### src/rtl/audio_pkg.sv
// ---------------------------------------------------------------------------
// audio_pkg
// Definitions shared by the waveform generators and the I2S transmitter:
//   AUDIO_SAMPLE_W : width of one audio sample (two's complement)
//   I2S_SLOT_W     : BCLK periods per I2S channel slot
//   sample_t       : signed audio sample type
// ---------------------------------------------------------------------------
package audio_pkg;

   localparam int AUDIO_SAMPLE_W = 16;
   localparam int I2S_SLOT_W     = 32;

   typedef logic signed [AUDIO_SAMPLE_W-1:0] sample_t;

endpackage

### src/rtl/i2s_clk_div.sv
// ---------------------------------------------------------------------------
// i2s_clk_div
// Divides the system clock down to the I2S bit clock and reports the clk
// cycle in which each BCLK edge is registered.
//   clk       in  system clock
//   rst       in  asynchronous, active-high reset
//   bclk      out bit clock, toggles every CLK_DIV clk cycles
//   bclk_rise out high in the clk cycle whose edge drives bclk 0->1
//   bclk_fall out high in the clk cycle whose edge drives bclk 1->0
// ---------------------------------------------------------------------------
module i2s_clk_div
   import audio_pkg::*;
#(
   parameter int CLK_DIV = 8
) (
   input  logic clk,
   input  logic rst,
   output logic bclk,
   output logic bclk_rise,
   output logic bclk_fall
);

   localparam int               CNT_W    = (CLK_DIV > 1) ? $clog2(CLK_DIV) : 1;
   localparam logic [CNT_W-1:0] CNT_LAST = CNT_W'(CLK_DIV - 1);

   logic [CNT_W-1:0] div_cnt;
   logic             div_tc;

   assign div_tc    = (div_cnt == CNT_LAST);
   // Strobes lead the registered bclk edge by one cycle so that consumers
   // can update their own registers on the same clk edge as bclk toggles.
   assign bclk_rise = div_tc & ~bclk;
   assign bclk_fall = div_tc &  bclk;

   always_ff @(posedge clk or posedge rst) begin
      if (rst) begin
         div_cnt <= '0;
         bclk    <= 1'b0;
      end else if (div_tc) begin
         div_cnt <= '0;
         bclk    <= ~bclk;
      end else begin
         div_cnt <= div_cnt + 1'b1;
      end
   end

endmodule

### src/rtl/i2s_tx_serializer.sv
// ---------------------------------------------------------------------------
// i2s_tx_serializer
// Serializes mono signed samples onto an I2S link; each accepted sample is
// sent in both the left and right slot of one frame. If no new sample is
// waiting at a frame boundary the previous word is repeated.
//   clk          in  system clock
//   rst          in  asynchronous, active-high reset
//   sample_in    in  signed sample from the waveform generator
//   sample_valid in  sample_in is valid
//   sample_ready out holding buffer empty; accept on valid && ready
//   bclk         out I2S bit clock
//   lrck         out I2S word select (0 = left, 1 = right)
//   sdata        out I2S serial data, MSB first, one BCLK after LRCK edge
//   frame_start  out one-clk pulse when a new frame word is loaded
//   underrun     out one-clk pulse with frame_start when the word was reused
// ---------------------------------------------------------------------------
module i2s_tx_serializer
   import audio_pkg::*;
#(
   parameter int SAMPLE_W = AUDIO_SAMPLE_W,
   parameter int SLOT_W   = I2S_SLOT_W,
   parameter int CLK_DIV  = 8
) (
   input  logic                       clk,
   input  logic                       rst,
   input  logic signed [SAMPLE_W-1:0] sample_in,
   input  logic                       sample_valid,
   output logic                       sample_ready,
   output logic                       bclk,
   output logic                       lrck,
   output logic                       sdata,
   output logic                       frame_start,
   output logic                       underrun
);

   localparam int            FB_W    = $clog2(2 * SLOT_W);
   localparam logic [FB_W-1:0] FB_LAST = FB_W'(2 * SLOT_W - 1);
   localparam logic [FB_W-1:0] SLOT_V  = FB_W'(SLOT_W);

   logic                       bclk_rise;
   logic                       bclk_fall;
   logic                       hold_full;
   logic signed [SAMPLE_W-1:0] hold_reg;
   logic signed [SAMPLE_W-1:0] frame_word;
   logic [FB_W-1:0]            fb;
   logic [FB_W-1:0]            fb_next;
   logic                       accept;
   logic                       load;

   // Bit of the frame word driven at frame position f: the slot position
   // p = f mod SLOT_W carries bit SAMPLE_W-p for 1 <= p <= SAMPLE_W, which
   // yields the I2S one-bit delay and zero padding to the end of the slot.
   function automatic logic slot_bit(input logic signed [SAMPLE_W-1:0] w,
                                     input logic [FB_W-1:0]            f);
      logic [FB_W-1:0] p;
      logic            b;
      p = (f >= SLOT_V) ? f - SLOT_V : f;
      b = 1'b0;
      for (int i = 0; i < SAMPLE_W; i++) begin
         if (p == FB_W'(SAMPLE_W - i)) b = w[i];
      end
      return b;
   endfunction

   i2s_clk_div #(
      .CLK_DIV   (CLK_DIV)
   ) u_clk_div (
      .clk       (clk),
      .rst       (rst),
      .bclk      (bclk),
      .bclk_rise (bclk_rise),
      .bclk_fall (bclk_fall)
   );

   // Outputs only move on BCLK falls; the divider never flags both edges.
   assert property (@(posedge clk) disable iff (rst) !(bclk_rise && bclk_fall));

   assign sample_ready = ~hold_full;
   assign accept       = sample_valid & ~hold_full;
   assign fb_next      = (fb == FB_LAST) ? '0 : fb + 1'b1;
   assign load         = bclk_fall & (fb == FB_LAST);

   // Holding buffer. A load empties it, but an accept in the same cycle
   // (possible only when it was already empty) refills it for next frame.
   always_ff @(posedge clk or posedge rst) begin
      if (rst) begin
         hold_full <= 1'b0;
         hold_reg  <= '0;
      end else begin
         if (accept) begin
            hold_reg  <= sample_in;
            hold_full <= 1'b1;
         end else if (load) begin
            hold_full <= 1'b0;
         end
      end
   end

   // Frame counter, frame word and registered I2S outputs.
   always_ff @(posedge clk or posedge rst) begin
      if (rst) begin
         fb          <= FB_LAST;
         frame_word  <= '0;
         lrck        <= 1'b0;
         sdata       <= 1'b0;
         frame_start <= 1'b0;
         underrun    <= 1'b0;
      end else begin
         frame_start <= load;
         underrun    <= load & ~hold_full;
         if (load && hold_full) frame_word <= hold_reg;
         if (bclk_fall) begin
            fb    <= fb_next;
            lrck  <= (fb_next >= SLOT_V);
            // Position 0 is always padding, so the stale frame_word seen
            // during the load cycle never reaches the wire.
            sdata <= slot_bit(frame_word, fb_next);
         end
      end
   end

endmodule

### config.mk
export PLATFORM = sky130hd
export DESIGN_NAME = i2s_tx_serializer
export DESIGN_NICKNAME = d
export VERILOG_FILES = /design/src/rtl/audio_pkg.sv /design/src/rtl/i2s_clk_div.sv /design/src/rtl/i2s_tx_serializer.sv
export SDC_FILE = /design/constraint.sdc
export NUM_CORES = 1
export LEC_CHECK = 0
export CAP_MARGIN = 20
export CORE_ASPECT_RATIO = 0.75
export CORE_UTILIZATION = 50
export CTS_CLUSTER_DIAMETER = 30
export DETAILED_ROUTE_END_ITERATION = 10
export PLACE_DENSITY = 0.71
export SETUP_SLACK_MARGIN = 0.3
export SLEW_MARGIN = 20
export SYNTH_ARGS = -nofsm -noshare
export SYNTH_HDL_FRONTEND = slang
export SYNTH_SLANG_ARGS = --single-unit
export TNS_END_PERCENT = 30
### constraint.sdc
create_clock -name clk -period 2 [get_ports clk]
set_clock_uncertainty 0.1 [all_clocks]
set_input_delay 0.6 -clock clk [delete_from_list [all_inputs] [get_ports clk]]
set_output_delay 0.6 -clock clk [all_outputs]
set_load 0.1 [all_outputs]
==> results of run 1 <==
## power breakdown
group / switching (mW) / internal, mW
combinational: 0.0330 / 0.0660
sequential: 0.0205 / 0.992
clock: 0.348 / 0.251
## cell usage in the layout, fill, tap and decap left out, drive strengths merged, types with 2 or more instances in the layout
cell type,instances
dfrtp,41
o211ai,2
a211oi,2
a31oi,2
nor3b,3
clkbuf,5
inv,8
buf,31
clkinv,2
o31ai,2
xor2,2
a21oi,4
mux2i,2
nor2b,3
nand2,19
dfstp,6
nor2,8
a21o,3
mux2,33
nand3,5
o22ai,2
o21ai,8
xnor2,4
ha,7
nor3,4
clkdlybuf4s50,18
## final timing paths
path / end / start / cells after the start / slack [ns]
min in group asynchronous: hold_reg[12] / rst / 3 / 0.59
max in group asynchronous: fb[4] / rst / 3 / 0.93
hold reg to reg: u_clk_div.div_cnt[0] / u_clk_div.div_cnt[0] / 1 / 0.35
setup reg to reg: sdata / fb[0] / 8 / 0.07
hold / removal: u_clk_div.div_cnt[0] / u_clk_div.div_cnt[0] / 1 / 0.35
setup / recovery: sdata / fb[0] / 8 / 0.07
## through the flow
step / setup WS, ns / hold WS [ns] / TNS [ns] / cell area, µm²
after CTS: 0.0305 / 0.348 / 0 / 3040
after floorplan: 0.135 / 0.303 / 0 / 2390
after detailed placement: -0.0492 / 0.333 / -0.612 / 2800
after global placement: -0.0223 / 0.314 / -0.339 / 2800
after global routing: -0.0569 / 0.375 / -0.0569 / 3150
final: 0.0688 / 0.346 / 0 / 3150
## worst register-to-register path: stages (launching register included)
cell	delay, ns
dfstp_2	0.59
buf_6	0.13
inv_4	0.05
ha_4	0.18
nor3b_2	0.20
nor3_1	0.10
a2111oi_2	0.23
nor3_1	0.10
a21o_1	0.16
## layer usage
metal / vias to the layer above / share of wire, % / global-route usage (%)
li1: 791 / - / -
met1: 865 / 44 / 30.7
met2: 54 / 49 / 38.0
met3: 14 / 5.0 / 6.02
met4: 0 / 2.0 / 8.42
met5: - / 0 / 0
## logic make-up (layout without fill, tap and decap cells)
kind of cell	Yosys count	count (layout)
flops	47	47
simple gates	46	48
compound gates	35	35
mux	35	35
buf+inv	18	65
fa+ha+maj	7	7
xor+xnor	6	6
## cell type report
cell class | count | area [µm²]
fillers | 305 | 1320
clock buffers | 5 | 68.8
clock inverters | 3 | 22.5
repair buffers | 49 | 518
multi-input cells | 131 | 1240
inverters | 8 | 38.8
flip-flops and latches | 47 | 1190
well taps | 57 | 71.3
## repair_timing
| item | CTS | global route |
|---|---|---|
| pin swaps | 2 | 12 |
| endpoints found under the setup margin | 37 | 41 |
| setup buffers | 8 | 4 |
| cloned | 3 | 0 |
| gates resized for setup | 10 | 18 |
==> key figures, run 1 <==
Place
  • Port bufs: 24
  • Hpwl dp: about 3 mm
  • Dpl cells: about 280
  • RD Place Congestion: a little over 0.9

Logic synthesis
  • Synthesized flop and latch total: 47
  • XOR/XNOR Fraction of Synth Area: under 10%
  • Ranking of synthesized cells by area: dfrtp_1 (44%), mux2_2 (12%), dfstp_2 (6.8%), mux2_4 (5.8%), ha_1 (3.8%)
  • Top post-synthesis cells by count: dfrtp_1 (41), mux2_2 (24), nand2_1 (16)
  • Mapped Area: 0.00232 mm²
  • Sequential-to-total area share from yosys stat: between 50 and 60%
  • Largest family of logic cells by synthesized area: multiplexers
  • Synth top area share: 44.3%
  • Asr flop ratio synth: 100%
  • Simple-Gate Fraction of Synth Area: roughly a tenth
  • Mapped Avg Cell Area: 11.9 µm²
  • Ys flop type: dfrtp_1
  • Compound-Gate Fraction of Synth Area: between 10% and 20%
  • EDFF count, synth: 0
  • Warnings, synthesis: 0
  • Adder-cell share of the synthesized area: 3.78%
  • Mux contribution to synthesized area: between 10% and 20%
  • Gate Count Post-Synth: 194
  • Post-Syn Nets: 220
  • Yosys cell types: 45
  • Post-synth top area cell: dfrtp_1
  • Most frequent cell after synthesis: dfrtp_1

Clock tree
  • H-tree Lvls: 2
  • Clk root buf: clkbuf_8
  • Worst skew pair latency: between 0.3 and 0.4 ns
  • CTS buffer count: 5
  • CTS tree: done
  • Total clock sinks: 47
  • Worst-path clk slew: approximately 0.1 ns
  • Hold buffers post-CTS: 0
  • Longest Clk Path Bufs: 2

GRT
  • Grt total ovfl: 0
  • Aggregate global-route resource usage: between 20% and 30%
  • Initial antenna violation count: 0
  • First-pass GRT wire length: ~8.3 mm
  • Largest net degree at the start of global routing: between 40 and 50
  • Vias in the first global route: around 1700

Timing
  • Setup Viol. Count Final: 0
  • Period minus WS final: ~1.9 ns
  • Post-route clock period utilization: roughly 97%
  • Unrepaired setup endpoints after global routing: true
  • Worst-Margin Slew: a little under 0.4 ns
  • Fmax: between 0.5 and 0.6 GHz
  • Max Slew Vio Count: 0
  • Slew HR: between 70% and 80%
  • Hold violation count in the final report: 0

Routing
  • Drt drc: 0
  • DRT iter0 DRCs: between 200 and 250
  • DRT antenna net count: 0
  • DR vias: ~1700
  • WL final: about 5.2 mm
  • Drt wl/cell: about 17 µm
  • Vias/cell: ~5.7
  • DRT Pass-1 Iters: 4

Setup path
  • Startpoint types: flip-flop
  • Worst Path Arrival: just over 2 ns
  • Critical path required time: roughly 2.1 ns
  • Delay-heaviest family, CP: flip-flops
  • Slowest cell on the critical path: dfstp_2
  • Buf+Inv Stages, Crit Path: 2
  • Critical path, cell by cell: buf_6 -> inv_4 -> ha_4 -> nor3b_2 -> nor3_1 -> a2111oi_2 -> nor3_1 -> a21o_1
  • CP Max Fanout: 7
  • CP Capture Type: flip-flop
  • CP most frequent cell: nor3_1
  • WS Path Type: flip-flop to flip-flop
  • Slowest stage delay, CP: roughly 0.59 ns

Floorplan
  • # rows: 21
  • Die area: 0.00491 mm²
  • Die height: between 60 and 70 µm
  • Starting density of the core: between 50% and 60%
  • Io pins: 25
  • Die extent in x: ~80 µm
  • Core Area: roughly 0.0045 mm²

Power
  • Leakage: 1.39 nW
  • Maximum VDD drop: 538 µV
  • Pwr Total: about 1.7 mW
  • Pwr Density: roughly 540 mW/mm²

Min path
  • Worst Hold Class: flip-flop to flip-flop

Cells and area
  • Final net count: 268
  • Share of layout cells above drive strength 1: 44.9%
  • Diode count: 0
  • Finished Layout Cells: 300
  • Util after Layout: a little over two thirds
  • Synth-to-Final Area Change: 36.0%

Job
  • Max_cap viols: 0

Run status
  • Status: finished, final reports clean
Note: power is estimated with default switching activity, not from simulation.
==> run 2: changes to the inputs <==
--- a/config.mk
+++ b/config.mk
@@ -5,11 +5,11 @@
 export SDC_FILE = /design/constraint.sdc
 export NUM_CORES = 1
 export LEC_CHECK = 0
-export CAP_MARGIN = 20
 export CORE_ASPECT_RATIO = 0.75
 export CORE_UTILIZATION = 50
 export CTS_CLUSTER_DIAMETER = 30
 export DETAILED_ROUTE_END_ITERATION = 10
+export GPL_TIMING_DRIVEN = 0
 export PLACE_DENSITY = 0.71
 export SETUP_SLACK_MARGIN = 0.3
 export SLEW_MARGIN = 20
==> run 2 against run 1 <==
  * Flip-flop and latch count is the same
  * Largest cell class unchanged
  * Design area is 0.75% higher
  * Total power is 0.90% lower
  * Register-to-register slack about the same
  * Maximum frequency is 0.26% lower
  * Non-clock buffer count up 6
  * Final cell count is 1.3% higher
  * Combinational power down 1%
  * Sequential power about the same
  * Sequential share of layout area shrank 0.36 points
==> key figures, run 2 (same netlist as run 1, synthesis figures left out) <==
Cells and area
  • Diode count: 0 (unchanged)
  • Fill cells: 317 (+3.9%)
  • Share of layout cells above drive strength 1: 45.7% (+0.89 points)
  • Area of the multi-input gates: 0.00120 mm² (-3.2%)
  • Area taken by flip-flops and latches: 0.00119 mm² (-0.21%)
  • Design area: 0.00317 mm² (+0.75%)
  • Final net count: 272 (+1.5%)
  • Synth-to-Final Area Change: 37.0%
  • Most frequent cells in the layout: dfrtp_1 (39), mux2_4 (19), clkdlybuf4s50_1 (16), buf_4 (16), nand2_1 (15)
  • Util after Layout: 71.1% (+0.53 points)
  • Commonest non-fill, non-tap cell in the layout: dfrtp_1

Place
  • Port bufs: 24 (unchanged)
  • Placed Area: 0.00270 mm² (-3.3%)
  • RD Place Congestion: 0.871 (-4.0%)
  • Placement Setup Slack: -0.428 ns (-0.379 ns)
  • Hpwl dp: 3.17 mm (+4.3%)

Setup path
  • WS Path Type: flip-flop to flip-flop
  • CP Capture Type: flip-flop
  • Critical path required time: 2.10 ns (about the same)
  • Worst Path Arrival: 2.03 ns (about the same)
  • Reg2reg path depth: 7 (-1)
  • Startpoint types: flip-flop
  • CP Max Fanout: 8 (+1)

Clock tree
  • CTS tree: done
  • Hold buffers post-CTS: 0 (unchanged)
  • Clk root buf: clkbuf_8
  • Worst-path clk slew: 0.09 ns (about the same)
  • H-tree Lvls: 2 (unchanged)
  • CTS buffer count: 5 (unchanged)
  • Longest Clk Path Bufs: 2 (unchanged)
  • Total clock sinks: 47 (unchanged)
  • Worst skew pair latency: 0.30 ns (about the same)

GRT
  • Initial antenna violation count: 0 (unchanged)
  • Largest net degree at the start of global routing: 48 (unchanged)
  • First-pass GRT wire length: 7.41 mm (-11%)
  • Aggregate global-route resource usage: 20.7% (-2.7 points)
  • Grt total ovfl: 0 (unchanged)
  • Vias in the first global route: 1545 (-9.2%)

Job
  • Max_cap viols: 0 (unchanged)

Timing
  • Post-route clock period utilization: 96.8% (+0.25 points)
  • Max Slew Vio Count: 0 (unchanged)
  • Period minus WS final: 1.94 ns (+0.00498 ns)
  • Slew HR: 37.0% (-37 points)
  • Unrepaired setup endpoints after global routing: true
  • Worst-Margin Slew: 0.943 ns (+0.549 ns)
  • Hold violation count in the final report: 0 (unchanged)
  • Setup Viol. Count Final: 0 (unchanged)
  • Min Hold Slack: 0.344 ns (-0.00233 ns)
  • Post-route setup slack: 0.0639 ns (-0.00498 ns)
  • Final TNS setup: 0 ns (unchanged)
  • Fmax: 0.516 GHz (-0.26%)

Floorplan
  • Core Area: 0.00447 mm² (unchanged)
  • Die height: 61.0 µm (unchanged)
  • Die extent in x: 80.6 µm (unchanged)
  • # rows: 21 (unchanged)
  • Io pins: 25 (unchanged)
  • Starting density of the core: 51.9% (unchanged)
  • Die area: 0.00491 mm² (unchanged)

Routing
  • WL final: 5.01 mm (-3.6%)
  • Drt wl/cell: 16.5 µm (-4.9%)
  • Vias/cell: 5.55 (-3.5%)
  • DRT iter0 DRCs: 147 (-28%)
  • WL met3: 191 µm (-26%)
  • DR vias: 1686 (-2.2%)
  • DR WL met2: 2.48 mm (-3.5%)
  • DRT antenna net count: 0 (unchanged)
  • Wire length on met1: 2.31 mm (+1.9%)
  • Top sig layer: met4
  • Drt drc: 0 (unchanged)
  • DRT Pass-1 Iters: 4 (unchanged)

Power
  • Pwr Density: 534 mW/mm² (-1.6%)
  • Leakage: 1.46 nW (+5.0%)
  • Maximum VDD drop: 456 µV (-15%)

Min path
  • Worst Hold Class: flip-flop to flip-flop
  • Hold depth: 1 (unchanged)

Run status
  • Status: finished, final reports clean
-- run 2: changes by cell type in the layout (fill, tap and decap cells not counted), moves of 3 or more --
| cell | change |
|---|---|
| buf_8 | +3 |
| ha_2 | +3 |
| buf_6 | +6 |
| mux2_4 | +9 |
| nand2_8 | -3 |
| buf_4 | -4 |
| mux2_2 | -9 |
| buf_12 | -6 |
-- run 2: stage by stage --
| stage | total power [mW] | instances |
|---|---|---|
| after floorplan | 1.08 | 194 |
| after global placement | 1.12 | 275 |
| after detailed placement | 1.13 | 275 |
| after CTS | 1.71 | 292 |
| after global routing | 1.78 | 304 |
| final | 1.70 | 304 |
-- run 2: final cells by class --
type	instances	area share (%)
buffer	10	3.51
clock inverter	3	0.710
sequential	47	37.4
multi-input combinational	129	37.8
clock buffer	5	2.17
inverter	8	1.22
tap	57	2.25
timing repair buffer	45	14.9
-- run 2: power by group --
group,total (mW),switching (mW),internal (mW)
Sequential,1.02,0.0261,0.992
Combinational,0.0978,0.0323,0.0655
Clock,0.579,0.328,0.251
Total,1.70,0.387,1.31
-- run 2: worst paths after layout --
check	from	to	slack, ns
hold / removal	u_clk_div.div_cnt[0]	u_clk_div.div_cnt[0]	0.34
setup / recovery	fb[0]	sdata	0.06
setup reg to reg	fb[0]	sdata	0.06
max in group asynchronous	rst	u_clk_div.bclk	0.78
min in group asynchronous	rst	hold_reg[11]	0.43
hold reg to reg	u_clk_div.div_cnt[0]	u_clk_div.div_cnt[0]	0.34
-- run 2: metal layers --
metal  vias to the layer above  GRT usage, %
li1                        796             -
met1                       847          27.1
met2                        39          35.0
met3                         4          5.11
met4                         0          5.10
met5                         -             0
-- run 2: critical path, stage by stage, from the launching register on --
cell	delay, ns
dfstp_2	0.61
buf_8	0.12
buf_4	0.15
a21bo_2	0.14
a41oi_2	0.14
a2111oi_2	0.31
nor3_1	0.09
a21o_1	0.18
-- run 2: what timing repair did --
item	4_1_cts	5_1_grt
buffers inserted	8	11
gates cloned	1	1
gates resized for setup	50	45
setup endpoints to repair	40	24
pin swaps	4	10
